<file path="src/rtl/nw_vc_requester.sv">
// Input-port VC allocation requester: one small FSM per input VC that requests an
// output port, claims the lowest free downstream VC on grant and releases it on tail.
//
// state     | meaning
// ----------+---------------------------------------------------------------
// ST_IDLE   | no packet bound; waiting for a head flit at the buffer head
// ST_REQ    | route latched; requesting the output port while it has a free VC
// ST_ACTIVE | output VC bound; held until the tail flit leaves the switch
module nw_vc_requester #(
  parameter int np = 5,
  parameter int nv = 4
) (
  input  logic                  clk,
  input  logic                  rst,
  input  logic [nv-1:0]         head_valid,
  input  logic [nv*np-1:0]      head_route,
  input  logic [np*nv-1:0]      ovc_free,
  input  logic [nv*np-1:0]      grant,
  input  logic [nv-1:0]         tail_sent,
  output logic [nv*np-1:0]      request,
  output logic [nv-1:0]         alloc_valid,
  output logic [nv*np-1:0]      alloc_port,
  output logic [nv*nv-1:0]      alloc_ovc,
  output logic [nv*np*nv-1:0]   claim,
  output logic [nv*np*nv-1:0]   release_o,
  output logic                  grant_err
);

  typedef enum logic [1:0] {
    ST_IDLE   = 2'd0,
    ST_REQ    = 2'd1,
    ST_ACTIVE = 2'd2
  } state_e;

  state_e                   state_q [nv];
  state_e                   state_d [nv];
  logic [nv-1:0][np-1:0]    route_q, route_d;
  logic [nv-1:0][nv-1:0]    ovc_q, ovc_d;
  logic                     grant_err_q, grant_err_d;

  logic [np-1:0]            port_free;
  logic [np-1:0][nv-1:0]    first_free;

  // Per output port: any free VC, and the lowest-index free VC as a one-hot.
  always_comb begin
    logic found;
    port_free  = '0;
    first_free = '0;
    found      = 1'b0;
    for (int op = 0; op < np; op++) begin
      port_free[op] = |ovc_free[op*nv +: nv];
      found = 1'b0;
      for (int i = 0; i < nv; i++) begin
        if (ovc_free[op*nv + i] && !found) begin
          first_free[op][i] = 1'b1;
          found = 1'b1;
        end
      end
    end
  end

  always_comb begin
    logic [np-1:0] port_won;
    logic [np-1:0] req_v;
    logic [np-1:0] win_v;
    request     = '0;
    alloc_valid = '0;
    alloc_port  = '0;
    alloc_ovc   = '0;
    claim       = '0;
    release_o   = '0;
    grant_err_d = grant_err_q;
    port_won    = '0;
    req_v       = '0;
    win_v       = '0;
    for (int v = 0; v < nv; v++) begin
      state_d[v] = state_q[v];
      route_d[v] = route_q[v];
      ovc_d[v]   = ovc_q[v];

      req_v = '0;
      if (state_q[v] == ST_REQ) req_v = route_q[v] & port_free;
      win_v = req_v & grant[v*np +: np];
      request[v*np +: np] = req_v;

      // Stray grants and two winners on one port both flag the allocator as broken.
      if ((|(grant[v*np +: np] & ~req_v)) || (|(port_won & win_v))) grant_err_d = 1'b1;
      port_won = port_won | win_v;

      case (state_q[v])
        ST_IDLE: begin
          if (head_valid[v]) begin
            state_d[v] = ST_REQ;
            route_d[v] = head_route[v*np +: np];
          end
        end
        ST_REQ: begin
          if (|win_v) begin
            state_d[v] = ST_ACTIVE;
            ovc_d[v]   = '0;
            for (int op = 0; op < np; op++) begin
              if (win_v[op]) begin
                ovc_d[v] = ovc_d[v] | first_free[op];
                if (!rst) claim[(v*np + op)*nv +: nv] = first_free[op];
              end
            end
          end
        end
        ST_ACTIVE: begin
          alloc_valid[v]         = 1'b1;
          alloc_port[v*np +: np] = route_q[v];
          alloc_ovc[v*nv +: nv]  = ovc_q[v];
          if (tail_sent[v]) begin
            state_d[v] = ST_IDLE;
            route_d[v] = '0;
            ovc_d[v]   = '0;
            for (int op = 0; op < np; op++) begin
              if (route_q[v][op] && !rst) release_o[(v*np + op)*nv +: nv] = ovc_q[v];
            end
          end
        end
        default: begin
          state_d[v] = ST_IDLE;
          route_d[v] = '0;
          ovc_d[v]   = '0;
        end
      endcase
    end
  end

  always_ff @(posedge clk) begin
    if (rst) begin
      for (int v = 0; v < nv; v++) state_q[v] <= ST_IDLE;
      route_q     <= '0;
      ovc_q       <= '0;
      grant_err_q <= 1'b0;
    end else begin
      for (int v = 0; v < nv; v++) state_q[v] <= state_d[v];
      route_q     <= route_d;
      ovc_q       <= ovc_d;
      grant_err_q <= grant_err_d;
    end
  end

  assign grant_err = grant_err_q;

endmodule

</file>
<file path="config.mk">
export PLATFORM = sky130hd
export DESIGN_NAME = nw_vc_requester
export DESIGN_NICKNAME = d
export VERILOG_FILES = /design/src/rtl/nw_vc_requester.sv
export SDC_FILE = /design/constraint.sdc
export NUM_CORES = 1
export LEC_CHECK = 0
export ABC_CLOCK_PERIOD_IN_PS = 2200
export BUFFER_PORTS_ARGS = -buffer_cell sky130_fd_sc_hd__buf_2
export CAP_MARGIN = 25
export CORE_AREA = 2 2 113 115
export CTS_CLUSTER_SIZE = 20
export DETAILED_ROUTE_END_ITERATION = 7
export DIE_AREA = 0 0 115 117
export PLACE_DENSITY_LB_ADDON = 0.2
export SLEW_MARGIN = 20
export SYNTH_ARGS = -nofsm -noshare
export SYNTH_HDL_FRONTEND = slang
export SYNTH_SLANG_ARGS = --single-unit
</file>
<file path="constraint.sdc">
create_clock -name clk -period 2.2 [get_ports clk]
set_input_delay 0.11 -clock clk [delete_from_list [all_inputs] [get_ports clk]]
set_output_delay 0.11 -clock clk [all_outputs]
set_load 0.05 [all_outputs]
</file>
After elaboration in Yosys (flattened, before gate mapping)
Memories as Yosys holds them, arrays and structs flattened.
Index checks and enable logic that the tools add are counted.
{"block": "totals", "ff_bits": 37, "ramBits": 8, "inputBits": 70, "out_inout_bits": 221, "wordCells": 372, "mem_count": 1}
{"name": "state_q", "depth": 4, "width": 2, "read_ports": 4, "rd_ports_with_merged_regs": 0, "write_ports": 4, "line": "35", "rtl": "state_e state_q [nv];"}
{"block": "op_classes", "n_eq_ne": 20, "muxes": 210, "bitwise_logic": 49, "n_reduce_logical": 83}
{"operator": "two-way mux 4 bit", "count": 109}
{"operator": "two-way mux 20 bit", "count": 16}
{"operator": "two-way mux 5 bit", "count": 16}
{"operator": "AND 5 bit", "count": 15}
{"operator": "OR 4 bit", "count": 16}
{"operator": "one-hot mux 5 bit (3 select lines)", "count": 4}
{"operator": "OR reduction 5 bit", "count": 11}
{"operator": "one-hot mux 4 bit (3 select lines)", "count": 4}
{"operator": "two-way mux 1 bit", "count": 41}
{"operator": "logical AND 1 bit", "count": 35}
{"operator": "two-way mux 2 bit", "count": 16}
{"operator": "one-hot mux 2 bit (3 select lines)", "count": 4}
{"operator": "AND reduction 3 bit", "count": 8}
{"operator": "inverter 5 bit", "count": 4}
{"operator": "OR reduction 4 bit", "count": 5}
{"operator": "zero test 1 bit", "count": 16}
{"operator": "inequality test 2 bit, second input constant", "count": 8}
{"operator": "OR 5 bit", "count": 2}
{"operator": "equality test 2 x 1 -> 1 bit, second input constant", "count": 4}
{"operator": "equality test 2 bit, second input constant", "count": 4}
{"operator": "zero test 2 bit", "count": 4}
{"operator": "inequality test 2 x 1 -> 1 bit, second input constant", "count": 4}
{"operator": "inverter 1 bit", "count": 8}
{"operator": "OR 1 bit", "count": 4}
{"operator": "2 further kinds", "count": 4}

Longest topological paths before layout
Gate-level depths: netlist of the first run.
{"block": "depth", "word_depth": 29, "ltp_mapped": 9, "mapped_depth_nobuf": 7}

Least setup slack after synthesis of the first run
Ideal clock, no wire load.
{"block": "synth_path", "path_kind": "reg-to-output", "from": "memory state_q[0][1] in the netlist's numbering", "to": "output release_o[10]", "arrival_ns": 2.322, "required_ns": 2.090, "slack_ns": -0.232, "stages_incl_launch_ff": 6, "n_path_buf": 2, "cell_sequence": "dfxtp_1 clkbuf_1 nor2b_1 clkbuf_1 nand2_1 nor2_1"}
{"element": "start, declared", "line": "35"}
{"element": "end, declared", "line": "25", "rtl": "output logic [nv*np*nv-1:0] release_o,"}

==> flow_summary.yaml, run 1 <==
sta:
  period_share_pct: 94.20
  setup_slack_ps: 127.5
  fmax_ghz: 0.4825
  hold_violations: 0
  slew_headroom_pct: 57.09
  min_period_ps: 2073
  setup_viol: 0
  worst_hold_slack_ps: 47.60
  skew_ps: 7.481
  grt_setup_unrepaired: "no"
  worst_pin_slew_ps: 639.4
  drv_slew: 0
clocking:
  cts_tree: "yes"
  cts-root-buf: "clkbuf_16"
  cts_sinks: 45
  clock_latency_ps: 290
  htreeDepth: 2
  cts_buffers: 5
  clk_pin_slew_worst_paths_ps: 70
  clockBufferDepth: 2
final_layout:
  instances_no_fill: 1099
  area_delta_synth_final_pct: 55.01
  n_antenna_cell: 0
  nNetsFinal: 1018
  drive_gt1_share_pct: 45.73
  finalCoreUtilization_pct: 50.46
  fillers: 1306
floorplan:
  initial_utilization_pct: 32.55
  rows: 41
  die-area_mm2: 0.01346
  core_mm2: 0.01231
  pin_count: 291
  die_h_um: 117
  die_w_um: 115
synthesis:
  synth_edf_count: 0
  syn_area_mm2: 0.004008
  yosys.area.top_type: "dfxtp_1"
  synth_area_leaders: "dfxtp_1, nor2_1, nand2_1, o22ai_1, a21oi_1"
  synthCells: 643
  syn-num-nets: 713
  synthArstFlopShare_pct: 0
  synth.most_common_cell: "nor2_1"
  yosysSeqAreaShare_pct: 22.48
  syn-mean-instance-area_um2: 6.233
  ys_top_cells_by_count: "nor2_1, nand2_1, dfxtp_1"
  yosysUniqueCellTypes: 43
  yosysWarningCount: 0
  ys.flop_type: "dfxtp_1"
  ys_ff_latch: 45
  yosysTopAreaCellShare_pct: 22.48
global_routing:
  grt_overflow: 0
  gr-max-usage-layer: "met2"
  grt_util_met1_pct: 36.93
  grt_use_total_pct: 27.92
  grt_use_met3_pct: 5.149
  grt_util_met2_pct: 46.51
  grt_pass1_wl_mm: 29.01
  grt_max_degree: 73
  antenna_found_initial: 0
  grt_pass1_vias: 5215
detailed_routing:
  postRouteAntennaNets: 0
  dr.pass1.iters: 5
  wirelength_mm: 20.15
  drt_iter0_drc: 422
  vias_per_cell: 5.382
  routedWlPerCell_um: 18.33
  drc_errors: 0
  vias: 5915
critical_path:
  slowest_delay_ps: 360
  worst_ep_required_time_ps: 2090
  worstPathMaxFanout: 6
  cp-end-kind: "output pin"
  crit_slowest_cell: "dfxtp_1"
  path_class: "reg2out"
  start_kind: "register"
  cp_cell_sequence: "nor2b_2 > nand4_1 > buf_4 > nor3_1 > clkbuf_4"
  cp.arrival_ps: 1960
worst_hold_path:
  hold_class: "in2reg"
placement:
  placed_cells: 1086
  numPortBuffers: 290
  dp_hpwl_mm: 15.84
  place_ws_ps: 28.11
  gp_congestion: 0.9140
pwr:
  ir_worst_vdd_mv: 0.2784
  finalPower_mw: 2.450
  leakage_nw: 3.208
  power_density_mw_per_mm2: 394.3
job:
  maxCapViolations: 0
run_status:
  status: "complete, no violations"
[cell type report]
class | instances | area (um2) | area share, %
Tap cell | 150 | 187.7 | 3.021
Clock buffer | 6 | 128.9 | 2.075
Sequential cell | 45 | 900.9 | 14.50
Clock inverter | 2 | 38.79 | 0.6244
Timing Repair Buffer | 334 | 1829 | 29.45
Inverter | 39 | 146.4 | 2.356
Multi-Input combinational cell | 523 | 2980 | 47.98
[state kept, by name (all words and copies together) (netlist names)]
name,cells
ovc_q,16
route_q,20
state_q,8
grant_err,1
[metal layers]
| layer | wire [um] | share of wire, % |
|---|---|---|
| met2 | 9669 | 48 |
| met3 | 1643 | 8.2 |
| met5 | 0 | 0 |
| met1 | 8370 | 42 |
| met4 | 462 | 2.3 |
[placed cells by master (no fill, tap or decap), types with 10 or more instances in the layout]
| cell | Yosys | routed |
|---|---|---|
| inv_1 | 39 | 39 |
| a21oi_1 | 30 | 30 |
| and2_1 | 21 | 21 |
| nand4_1 | 15 | 15 |
| nor2b_1 | 16 | 13 |
| nor2_1 | 192 | 128 |
| buf_2 | 15 | 281 |
| and3_1 | 19 | 19 |
| nand3_1 | 10 | 10 |
| nor3_1 | 25 | 24 |
| a2111oi_0 | 12 | 11 |
| nand2b_1 | 13 | 13 |
| dfxtp_1 | 45 | 45 |
| nand2_1 | 54 | 54 |
| o22ai_1 | 29 | 29 |
| nor4b_1 | 10 | 10 |
| buf_4 | 2 | 47 |
| nor2_2 | 0 | 64 |
[repair_timing]
item | 4_1_cts | 5_1_grt
pin swaps | 2 | 2
buffers inserted | 2 | 3
hold buffers | 0 | 0
endpoints found under the hold margin | 0 | 0
resized for setup | 5 | 9
endpoints found under the setup margin | 12 | 40
[cells by family (layout without fill, tap and decap cells)]
family,count (synthesis),count (layout),share of synthesized area [%]
buf+inv,75,381,7.711
simple gates,413,413,50.89
compound gates,109,109,18.67
mux,1,1,0.2498
flops,45,45,22.48
[power by group]
group / total (mW) / switching, mW / internal [mW]
Clock: 0.877 / 0.338 / 0.539
Sequential: 0.923 / 0.0593 / 0.863
Combinational: 0.650 / 0.427 / 0.223
[metrics by stage]
| step | cell area (um2) | TNS [ps] |
|---|---|---|
| floorplan | 4170 | -2097 |
| global placement | 5964 | 0 |
| detailed placement | 5964 | 0 |
| CTS | 6162 | 0 |
| global route | 6212 | 0 |
| finish | 6212 | 0 |
[worst paths after layout]
check           startpoint          to  slack, ps  cells after the start
max          state_q[1][0]   claim[23]        130                      5
min          head_route[7]  route_q[7]         50                      2
max reg2reg  state_q[0][0]    ovc_q[3]        170                      7
min reg2reg      ovc_q[12]   ovc_q[12]        460                      2
[worst max-delay path, delay by kind of cell, from the launching register on]
family                 cells  cell delay [ps]
AND/OR/NAND/NOR            3              750
buffers and inverters      2              560
flip-flops                 1              360
(Power assumes the default switching activity.)
==> run 2: changes to the inputs <==
--- a/config.mk
+++ b/config.mk
@@ -13,6 +13,7 @@
 export DETAILED_ROUTE_END_ITERATION = 7
 export DIE_AREA = 0 0 115 117
 export PLACE_DENSITY_LB_ADDON = 0.2
+export REMOVE_ABC_BUFFERS = 1
 export SLEW_MARGIN = 20
 export SYNTH_ARGS = -nofsm -noshare
 export SYNTH_HDL_FRONTEND = slang
==> flow_summary.yaml, run 2 (synthesis results as in run 1) <==
global_routing:
  antenna_found_initial: 0
  grt_pass1_wl_mm: 28.96
  grt_max_degree: 44
  grt_pass1_vias: 5110
  grt_overflow: 0
  grt_use_total_pct: 27.62
final_layout:
  n_antenna_cell: 0
  area_delta_synth_final_pct: 50.48
  final_common_cell: "buf_2"
  mostFrequentLayoutCells: "buf_2, nor2_1, nand2_1"
  largest_register: "route_q"
  top_regs: "route_q (20), ovc_q (16), state_q (8)"
  finalCoreUtilization_pct: 48.98
  largest_reg_flops: 20
  drive_gt1_share_pct: 38.91
  nNetsFinal: 1025
sta:
  fmax_ghz: 0.4744
  worst_pin_slew_ps: 847.6
  setup_tns_ps: 0
  drv_slew: 0
  skew_ps: 8.660
  min_period_ps: 2108
  period_share_pct: 95.82
  slew_headroom_pct: 43.49
  hold_violations: 0
  setup_viol: 0
critical_path:
  cp.arrival_ps: 2000
  slowest_delay_ps: 440
  critPathBufInv: 2
  cp-end-kind: "output pin"
  cp_cell_sequence: "nor2b_1 > buf_4 > nand4_1 > or3_1 > nor2_1 > buf_2"
  start_kind: "register"
  worst_ep_required_time_ps: 2090
  path_delay_family: "simple AND/OR/NAND/NOR gates"
  path_class: "reg2out"
  worstPathMaxFanout: 10
  crit_slowest_cell: "or3_1"
detailed_routing:
  drt_iter0_drc: 509
  postRouteAntennaNets: 0
  drc_errors: 0
  routedWlPerCell_um: 18.03
  wirelength_mm: 19.94
  vias_per_cell: 5.388
  dr.pass1.iters: 5
  vias: 5959
floorplan:
  rows: 41
  initial_utilization_pct: 32.55
  core_mm2: 0.01231
  die_h_um: 117
  die-area_mm2: 0.01346
  pin_count: 291
  die_w_um: 115
clocking:
  cts_buffers: 5
  cts_sinks: 45
  cts_hold_buffers: 0
  cts_tree: "yes"
  clock_latency_ps: 280
  clk_pin_slew_worst_paths_ps: 60
  cts-root-buf: "clkbuf_16"
  htreeDepth: 2
  clockBufferDepth: 2
pwr:
  power_density_mw_per_mm2: 382.9
  leakage_nw: 3.217
  ir_worst_vdd_mv: 0.2678
placement:
  gp_congestion: 0.9750
  dp_hpwl_mm: 15.91
  numPortBuffers: 290
worst_hold_path:
  hold_class: "in2reg"
job:
  maxCapViolations: 0
run_status:
  status: "complete, no violations"
-- run 2: report_power, final --
group	total [mW]	switching (mW)	leakage (nW)	internal, mW
Sequential	0.926	0.0629	0.367	0.864
Clock	0.742	0.318	0.0652	0.424
Combinational	0.641	0.422	2.78	0.218
Total	2.31	0.804	3.22	1.51
-- run 2: final timing paths --
check           startpoint          to  slack, ps  depth (start not counted)
max          state_q[0][0]    claim[6]         90                          6
min          head_route[7]  route_q[7]         50                          2
max reg2reg  state_q[2][0]    ovc_q[9]        200                          7
min reg2reg      ovc_q[12]   ovc_q[12]        470                          2
-- run 2: area by class of cell --
class	count	area, um2
fillers	1326	6281
multi-input cells	523	2815
repair buffers	341	1844
flip-flops and latches	45	900.9
well taps	150	187.7
inverters	39	146.4
clock buffers	8	136.4
-- run 2: worst register-to-register path, delay by kind of cell (launching register included) --
kind                   cells  cell delay, ps
buffers and inverters      1             180
DFF                        1             410
AOI/OAI and AO/OA          2             530
and+or+nand+nor            4             770
-- run 2: timing repair --
| item | in CTS | in global routing |
|---|---|---|
| setup endpoints to repair | 3 | 19 |
| resized for setup | 2 | 7 |
| setup buffers | 6 | 4 |
| pin swaps | 4 | 3 |
-- run 2: routing by layer --
metal | vias to the layer above | part of all wire [%] | GRT usage [%]
li1 | 2853 | - | -
met1 | 2734 | 43 | 37.26
met2 | 343 | 46 | 45.10
met3 | 29 | 9.2 | 5.458
met4 | 0 | 1.9 | 7.791
met5 | - | 0 | 0
-- run 2: metrics by stage --
| step | hold WS (ps) | total power [mW] | setup WS [ps] | std cells | area, um2 |
|---|---|---|---|---|---|
| 6_report | 50.24 | 2.309 | 91.87 | 1106 | 6031 |
| 3_3_place_gp | 327.6 | 1.565 | 31.57 | 1088 | 5792 |
| 4_1_cts | 50.14 | 2.292 | 5.158 | 1102 | 5981 |
| 5_1_grt | 47.67 | 2.403 | -20.23 | 1106 | 6031 |
| 2_1_floorplan | 179.1 | 1.273 | -404.3 | 607 | 3845 |
| 3_5_place_dp | 335.4 | 1.563 | 26.12 | 1088 | 5792 |
